[src/rtl/seq_alu.sv]
// seq_alu: registered, handshaked ALU with valid/ready on both sides.
// Single-cycle ops (op[4]=0) complete one cycle after acceptance.
// Multi-cycle ops (op[4]=1) use an iterative shift-add multiplier and a
// restoring divider. Each takes WIDTH steps, so a result appears WIDTH+1
// cycles after acceptance.
// Optional feature macro: SEQ_ALU_SIGNED_MULDIV_EN adds the signed MULH, DIV
// and REM ops. Without the macro those codes are decoded as illegal.
// WIDTH must be at least 4 and a power of two.
module seq_alu #(
    parameter  int WIDTH = 32,
    localparam int SHW   = $clog2(WIDTH)
) (
    input  logic             clk,
    input  logic             rst_n,
    input  logic             in_valid,
    output logic             in_ready,
    input  logic [4:0]       op,
    input  logic [WIDTH-1:0] dataa,
    input  logic [WIDTH-1:0] datab,
    output logic             out_valid,
    input  logic             out_ready,
    output logic [WIDTH-1:0] result,
    output logic             zero,
    output logic             less,
    output logic             illegal
);

    localparam int              W2        = 2 * WIDTH;
    localparam logic [SHW-1:0]  LAST_STEP = SHW'(WIDTH - 1);

    typedef enum logic [1:0] {
        IDLE = 2'd0,
        BUSY = 2'd1,
        DONE = 2'd2
    } state_t;

    state_t           state_q, state_d;
    logic [WIDTH-1:0] result_q, result_d;
    logic             less_q, less_d;
    logic             illegal_q, illegal_d;
    logic [SHW-1:0]   cnt_q, cnt_d;
    logic [2:0]       op_q, op_d;
    logic [WIDTH-1:0] opb_q, opb_d;
    logic [W2-1:0]    acc_q, acc_d;
`ifdef SEQ_ALU_SIGNED_MULDIV_EN
    logic             neg_q, neg_d;
    logic             a_neg_q, a_neg_d;
    logic             sgn_op;
`endif

    logic             accept;
    logic             mc_legal;
    logic [SHW-1:0]   shamt;
    logic [WIDTH-1:0] alu_res;
    logic             alu_less;
    logic             alu_illegal;
    logic [WIDTH-1:0] mag_a;
    logic [WIDTH-1:0] mag_b;
    logic [WIDTH:0]   mul_sum;
    logic [W2-1:0]    mul_next;
    logic [WIDTH:0]   rem_sh;
    logic             div_ge;
    logic [WIDTH-1:0] div_diff;
    logic [W2-1:0]    div_next;
    logic [W2-1:0]    step_acc;
    logic [WIDTH-1:0] fin_lo;
    logic [WIDTH-1:0] fin_hi;
    logic             hi_sel;
    logic [WIDTH-1:0] fin_res;

    assign in_ready  = rst_n & ((state_q == IDLE) | ((state_q == DONE) & out_ready));
    assign accept    = in_valid & in_ready;
    assign out_valid = (state_q == DONE);
    assign result    = result_q;
    assign zero      = ~|result_q;
    assign less      = less_q;
    assign illegal   = illegal_q;

    // Single-cycle ALU: every 4-bit code with op[4]=0 is a legal operation.
    always_comb begin
        alu_res     = '0;
        alu_less    = 1'b0;
        alu_illegal = 1'b0;
        shamt       = datab[SHW-1:0];
        if (op[4]) begin
            alu_illegal = 1'b1;
        end else begin
            case (op[3:0])
                4'b0000: alu_res = dataa + datab;
                4'b1000: alu_res = dataa - datab;
                4'b0010: begin
                    alu_less = ($signed(dataa) < $signed(datab));
                    alu_res  = {{(WIDTH-1){1'b0}}, alu_less};
                end
                4'b1010: begin
                    alu_less = (dataa < datab);
                    alu_res  = {{(WIDTH-1){1'b0}}, alu_less};
                end
                4'b0001, 4'b1001: alu_res = dataa << shamt;
                4'b0101:          alu_res = dataa >> shamt;
                4'b1101:          alu_res = $unsigned($signed(dataa) >>> shamt);
                4'b0011, 4'b1011: alu_res = datab;
                4'b0100, 4'b1100: alu_res = dataa ^ datab;
                4'b0110, 4'b1110: alu_res = dataa | datab;
                default:          alu_res = dataa & datab;
            endcase
        end
    end

    // Recognise multi-cycle codes and prepare the operands loaded at acceptance.
    always_comb begin
        case (op)
            5'b10000, 5'b10001, 5'b10100, 5'b10101: mc_legal = 1'b1;
`ifdef SEQ_ALU_SIGNED_MULDIV_EN
            5'b10010, 5'b10110, 5'b10111:           mc_legal = 1'b1;
`endif
            default:                                mc_legal = 1'b0;
        endcase
        mag_a = dataa;
        mag_b = datab;
`ifdef SEQ_ALU_SIGNED_MULDIV_EN
        // Signed ops are the only multi-cycle codes with op[1] set.
        sgn_op = op[1];
        if (sgn_op && dataa[WIDTH-1]) begin
            mag_a = ~dataa + 1'b1;
        end
        if (sgn_op && datab[WIDTH-1]) begin
            mag_b = ~datab + 1'b1;
        end
`endif
    end

    // One shift-add (multiply) or restore-subtract (divide) step on the accumulator.
    always_comb begin
        mul_sum  = {1'b0, acc_q[W2-1:WIDTH]}
                 + (acc_q[0] ? {1'b0, opb_q} : {(WIDTH+1){1'b0}});
        mul_next = {mul_sum, acc_q[WIDTH-1:1]};
        rem_sh   = {acc_q[W2-1:WIDTH], acc_q[WIDTH-1]};
        div_ge   = (rem_sh >= {1'b0, opb_q});
        div_diff = rem_sh[WIDTH-1:0] - opb_q;
        div_next = {(div_ge ? div_diff : rem_sh[WIDTH-1:0]), acc_q[WIDTH-2:0], div_ge};
        step_acc = op_q[2] ? div_next : mul_next;
    end

    // Select the final half and apply sign correction on the last step.
    always_comb begin
        fin_lo = step_acc[WIDTH-1:0];
        fin_hi = step_acc[W2-1:WIDTH];
`ifdef SEQ_ALU_SIGNED_MULDIV_EN
        if (op_q[1]) begin
            if (!op_q[2]) begin
                if (neg_q) begin
                    {fin_hi, fin_lo} = ~step_acc + 1'b1;
                end
            end else begin
                if (neg_q) begin
                    fin_lo = ~step_acc[WIDTH-1:0] + 1'b1;
                end
                if (a_neg_q) begin
                    fin_hi = ~step_acc[W2-1:WIDTH] + 1'b1;
                end
            end
        end
`endif
        hi_sel  = op_q[2] ? op_q[0] : (op_q[0] | op_q[1]);
        fin_res = hi_sel ? fin_hi : fin_lo;
    end

    // Next-state logic for the IDLE/BUSY/DONE controller and datapath registers.
    always_comb begin
        state_d   = state_q;
        result_d  = result_q;
        less_d    = less_q;
        illegal_d = illegal_q;
        cnt_d     = cnt_q;
        op_d      = op_q;
        opb_d     = opb_q;
        acc_d     = acc_q;
`ifdef SEQ_ALU_SIGNED_MULDIV_EN
        neg_d     = neg_q;
        a_neg_d   = a_neg_q;
`endif
        case (state_q)
            BUSY: begin
                acc_d = step_acc;
                cnt_d = cnt_q + 1'b1;
                if (cnt_q == LAST_STEP) begin
                    state_d   = DONE;
                    result_d  = fin_res;
                    less_d    = 1'b0;
                    illegal_d = 1'b0;
                    cnt_d     = '0;
                end
            end
            DONE: begin
                if (out_ready) begin
                    state_d = IDLE;
                end
            end
            default: begin
            end
        endcase
        if (accept) begin
            if (mc_legal) begin
                state_d = BUSY;
                op_d    = op[2:0];
                opb_d   = mag_b;
                acc_d   = {{WIDTH{1'b0}}, mag_a};
                cnt_d   = '0;
`ifdef SEQ_ALU_SIGNED_MULDIV_EN
                // A zero divisor keeps the all-ones quotient uncorrected.
                neg_d   = sgn_op & (dataa[WIDTH-1] ^ datab[WIDTH-1]) & (|datab);
                a_neg_d = sgn_op & dataa[WIDTH-1];
`endif
            end else begin
                state_d   = DONE;
                result_d  = alu_res;
                less_d    = alu_less;
                illegal_d = alu_illegal;
            end
        end
    end

    // State and datapath registers; reset discards any in-flight work.
    always_ff @(posedge clk or negedge rst_n) begin
        if (!rst_n) begin
            state_q   <= IDLE;
            result_q  <= '0;
            less_q    <= 1'b0;
            illegal_q <= 1'b0;
            cnt_q     <= '0;
            op_q      <= '0;
            opb_q     <= '0;
            acc_q     <= '0;
`ifdef SEQ_ALU_SIGNED_MULDIV_EN
            neg_q     <= 1'b0;
            a_neg_q   <= 1'b0;
`endif
        end else begin
            state_q   <= state_d;
            result_q  <= result_d;
            less_q    <= less_d;
            illegal_q <= illegal_d;
            cnt_q     <= cnt_d;
            op_q      <= op_d;
            opb_q     <= opb_d;
            acc_q     <= acc_d;
`ifdef SEQ_ALU_SIGNED_MULDIV_EN
            neg_q     <= neg_d;
            a_neg_q   <= a_neg_d;
`endif
        end
    end

endmodule

[config.mk]
export PLATFORM = sky130hd
export DESIGN_NAME = seq_alu
export DESIGN_NICKNAME = d
export VERILOG_FILES = /design/src/rtl/seq_alu.sv
export SDC_FILE = /design/constraint.sdc
export NUM_CORES = 1
export LEC_CHECK = 0
export BUFFER_PORTS_ARGS = -buffer_cell sky130_fd_sc_hd__buf_2
export CAP_MARGIN = 10
export CORE_UTILIZATION = 30
export DETAILED_ROUTE_END_ITERATION = 6
export PLACE_DENSITY = 0.52
export SYNTH_ARGS = -nofsm -noshare
export SYNTH_HDL_FRONTEND = slang
export SYNTH_SLANG_ARGS = --single-unit
export TNS_END_PERCENT = 50
[constraint.sdc]
create_clock -name clk -period 7.7 [get_ports clk]
set_input_delay 0.385 -clock clk [delete_from_list [all_inputs] [get_ports clk]]
set_output_delay 0.385 -clock clk [all_outputs]
set_load 0.01 [all_outputs]
==> impl_results.md <==
* Seq cells post-synth at 140
* Share of layout cells above drive strength 1 at 10.0%
* Ys async rst share at 100%
* Worst VDD drop at 0.000233 V
* Die Y at 256 microns
* Crit start category: input pin
* Total core area at 63300 sq um
* CTS max path bufs at 2
* H-tree depth at 4
* Worst Tran Pin Value at 1100 ps
* CTS resizes at 0
* Die Wd at 256 microns
* Multi-input logic area at ~15000 sq um
* Pwr Density at 383 nW/um^2
* Clk_skew at 8.37 ps
* Residual DRC count at 13
* Antenna-violating nets left at 0
* CP Capture Type: register
* Hold Path Class: input pin to register
* Routability congestion estimate from global placement at 0.960
* Worst slack, placed at 2500 ps
* Crit path arrival time at 5130 ps
* Layout fillers at 6867
* TNS Setup at 0 ps
* Top_reg_cell synth: dfrtp_1
* Worst setup margin at 2870 ps
* Fin nets at 2837
* Largest net degree at the start of global routing at 129
* Worst hold margin at 273 ps
* Vias in the first global route at ~20000
* Post-CTS setup buffer count at 0
* Die Area at approximately 65000 sq um
* Hold-fix buffers, CTS at 1
* Worst-Skew Late Latency at 450 ps
* Post-synth EDFFs at 0
* Yosys cell types at 85
* Synth Warn # at 0
* Post-synthesis sequential area ratio at 18.1%
* Combined flip-flop and latch cell area at 3510 sq um
* Clock transition at the registers of the reported paths at 70 ps
* Syn_area_per_cell at 7.39 sq um
* Final design utilization at 33.4%
* Period minus WS final at 4830 ps
* R2R Setup Slk at 3070 ps
* Synthesized netlist cell count at 2615
* Final WL at 87300 microns
* Leakage at between 9 and 10 nW
* # Max-Cap Violations at 0
* Fin crit share at 62.7%
* Hold Fails Final Rpt at 0
* Failing checks: DRC
* Drt pass-1 iters at 7
* Port bufs at 109
* WL/cell at 25.3 microns
* Area growth from synthesis to layout at 9.49%
* # IOs at 110
* Critical Path RT at approximately 8000 ps
* Initial antenna violation count at 3
* Global-route wire length before repair at between 100000 and 150000 microns
* Slew Limit Headroom at 26.3%
* HPWL after DPL at about 67000 microns
* Via count at 20600
* GRT Total Usage at 26.1%
* Worst setup path class: input pin to register
* Core Rows at 92
* Initial core utilization at between 30% and 40%
* Via density at 5.96
* Fmax at about 210 MHz
* CP max FO at 54
* CTS tree: done
* Final setup vio count at 0
* CTS sink cnt at 140
* RSZ-0062 raised after global routing: no
* Status: finished, violations left
* Remaining global-route overflow at 0
* Max-slew violations at 0
* Mapped cell area at 19300 sq um
* Initial DRC count at 2329
* Overall power at 0.00810 W
* Cts bufs inserted at 17
* Post-synth net total at between 2000 and 3000
* Clk Tree Root Cell: clkbuf_16
-- cell type report --
| class | instances | share of cell area (%) |
|---|---|---|
| inverter | 147 | 2.61 |
| clock inverter | 12 | 0.876 |
| sequential | 140 | 16.6 |
| multi-input combinational | 2150 | 69.0 |
| clock buffer | 20 | 2.16 |
| tap | 846 | 5.01 |
| antenna | 1 | 0.0118 |
| timing repair buffer | 138 | 3.72 |
-- synth_stat cells (10+ instances only) --
library cell | number | area [sq um]
nor4_1 | 18 | 113
nand4_1 | 20 | 125
mux2i_1 | 120 | 1200
nor3_1 | 67 | 335
a21oi_1 | 232 | 1160
o22ai_1 | 13 | 81.3
nor2_1 | 255 | 957
a22oi_1 | 13 | 97.6
and2_1 | 42 | 263
o21bai_1 | 19 | 143
nor2b_1 | 23 | 144
buf_2 | 19 | 95.1
o31ai_1 | 18 | 135
dfrtp_1 | 140 | 3500
o2111ai_1 | 10 | 87.6
o221ai_1 | 14 | 123
or3_1 | 16 | 100
a211oi_1 | 48 | 360
buf_1 | 27 | 101
mux2_2 | 27 | 304
nand2_1 | 284 | 1070
xor2_1 | 36 | 315
nand3_1 | 38 | 190
nand2b_1 | 14 | 87.6
mux4_2 | 34 | 766
ha_1 | 166 | 2080
a31oi_1 | 24 | 150
o21ai_0 | 235 | 1180
o21a_1 | 13 | 97.6
and3_1 | 23 | 144
o21ai_1 | 31 | 155
inv_1 | 142 | 533
xnor2_1 | 40 | 350
a211o_1 | 12 | 105
a21o_1 | 54 | 405
o211ai_1 | 47 | 353
clkbuf_1 | 128 | 480
a221oi_1 | 31 | 272
-- layout by cell type, fill, tap and decap left out, types with 22 or more instances in the layout --
| master | n |
|---|---|
| nor2_1 | 252 |
| nand2_1 | 284 |
| a21o_1 | 54 |
| and3_1 | 23 |
| nor3_1 | 66 |
| dfrtp_1 | 139 |
| a31oi_1 | 23 |
| mux4_2 | 34 |
| mux2i_1 | 120 |
| xor2_1 | 36 |
| nor2b_1 | 22 |
| and2_1 | 42 |
| a221oi_1 | 31 |
| a211oi_1 | 48 |
| buf_2 | 107 |
| mux2_2 | 27 |
| ha_1 | 166 |
| a21oi_1 | 231 |
| o211ai_1 | 47 |
| xnor2_1 | 40 |
| inv_1 | 142 |
| o21ai_1 | 31 |
| nand3_1 | 38 |
| o21ai_0 | 235 |
| buf_4 | 28 |
-- path summary, 6_finish.rpt --
check / from / end / cells after the start
max in group asynchronous: rst_n / acc_q[22]$_DFF_PN0_ / 3
worst min-delay path: datab[15] / opb_q[15]$_DFFE_PN0P_ / 3
min in group asynchronous: rst_n / op_q[2]$_DFFE_PN0P_ / 2
worst max register to register: acc_q[31]$_DFF_PN0_ / result[28]$_DFF_PN0_ / 14
worst min register to register: less$_DFF_PN0_ / less$_DFF_PN0_ / 2
worst max-delay path: datab[1] / result[28]$_DFF_PN0_ / 14
-- flip-flops by register name, summed over array words and instances (netlist names) --
name and flops:
less 1, state_q 2, opb_q 32, acc_q 64, illegal 1, result 32
cnt_q 5, op_q 3
-- critical path, cell delays in order --
cell and delay, ps:
buf_2 70, buf_4 540, inv_2 540, fa_1 570, nor2b_1 160, o311ai_0 530, a21oi_1 280, a211oi_1 670
o221ai_1 460, o211ai_1 330, nand3_1 110, o21ai_0 150, mux2i_1 220, o211ai_1 100
-- where the power goes --
| part | internal [W] | switching [W] |
|---|---|---|
| clock network | 0.000564 | 0.000367 |
| logic | 0.00212 | 0.00356 |
| registers | 0.00109 | 0.000401 |
| total | 0.00377 | 0.00433 |
-- metal layers --
layer	global-route usage (%)	routed length, microns	part of all wire (%)	vias up
met5	0	0	0	-
met4	7.75	2250	2.6	0
met3	3.14	5240	6.0	109
met2	42.1	40100	46	812
met1	36.3	39800	46	10100
li1	-	-	-	9517
-- through the flow --
stage	area, sq um	instances
2_1_floorplan	19300	2615
3_3_place_gp	20500	3420
3_5_place_dp	20500	3420
4_1_cts	21100	3453
5_1_grt	21100	3453
6_report	21100	3454
-- logic make-up (layout without fill, tap and decap cells) --
kind of cell / after synthesis / in the layout / synth area share (%)
xor gates and xnor gates: 76 / 76 / 3.45
adders and majority gates: 170 / 170 / 11.2
DFF: 140 / 140 / 18.1
buffers and inverters: 325 / 317 / 6.52
other: 0 / 1 / 0
and+or+nand+nor: 823 / 823 / 19.3
muxes: 185 / 185 / 12.0
AOI/OAI and AO/OA: 896 / 896 / 29.5
(Power assumes the default switching activity.)
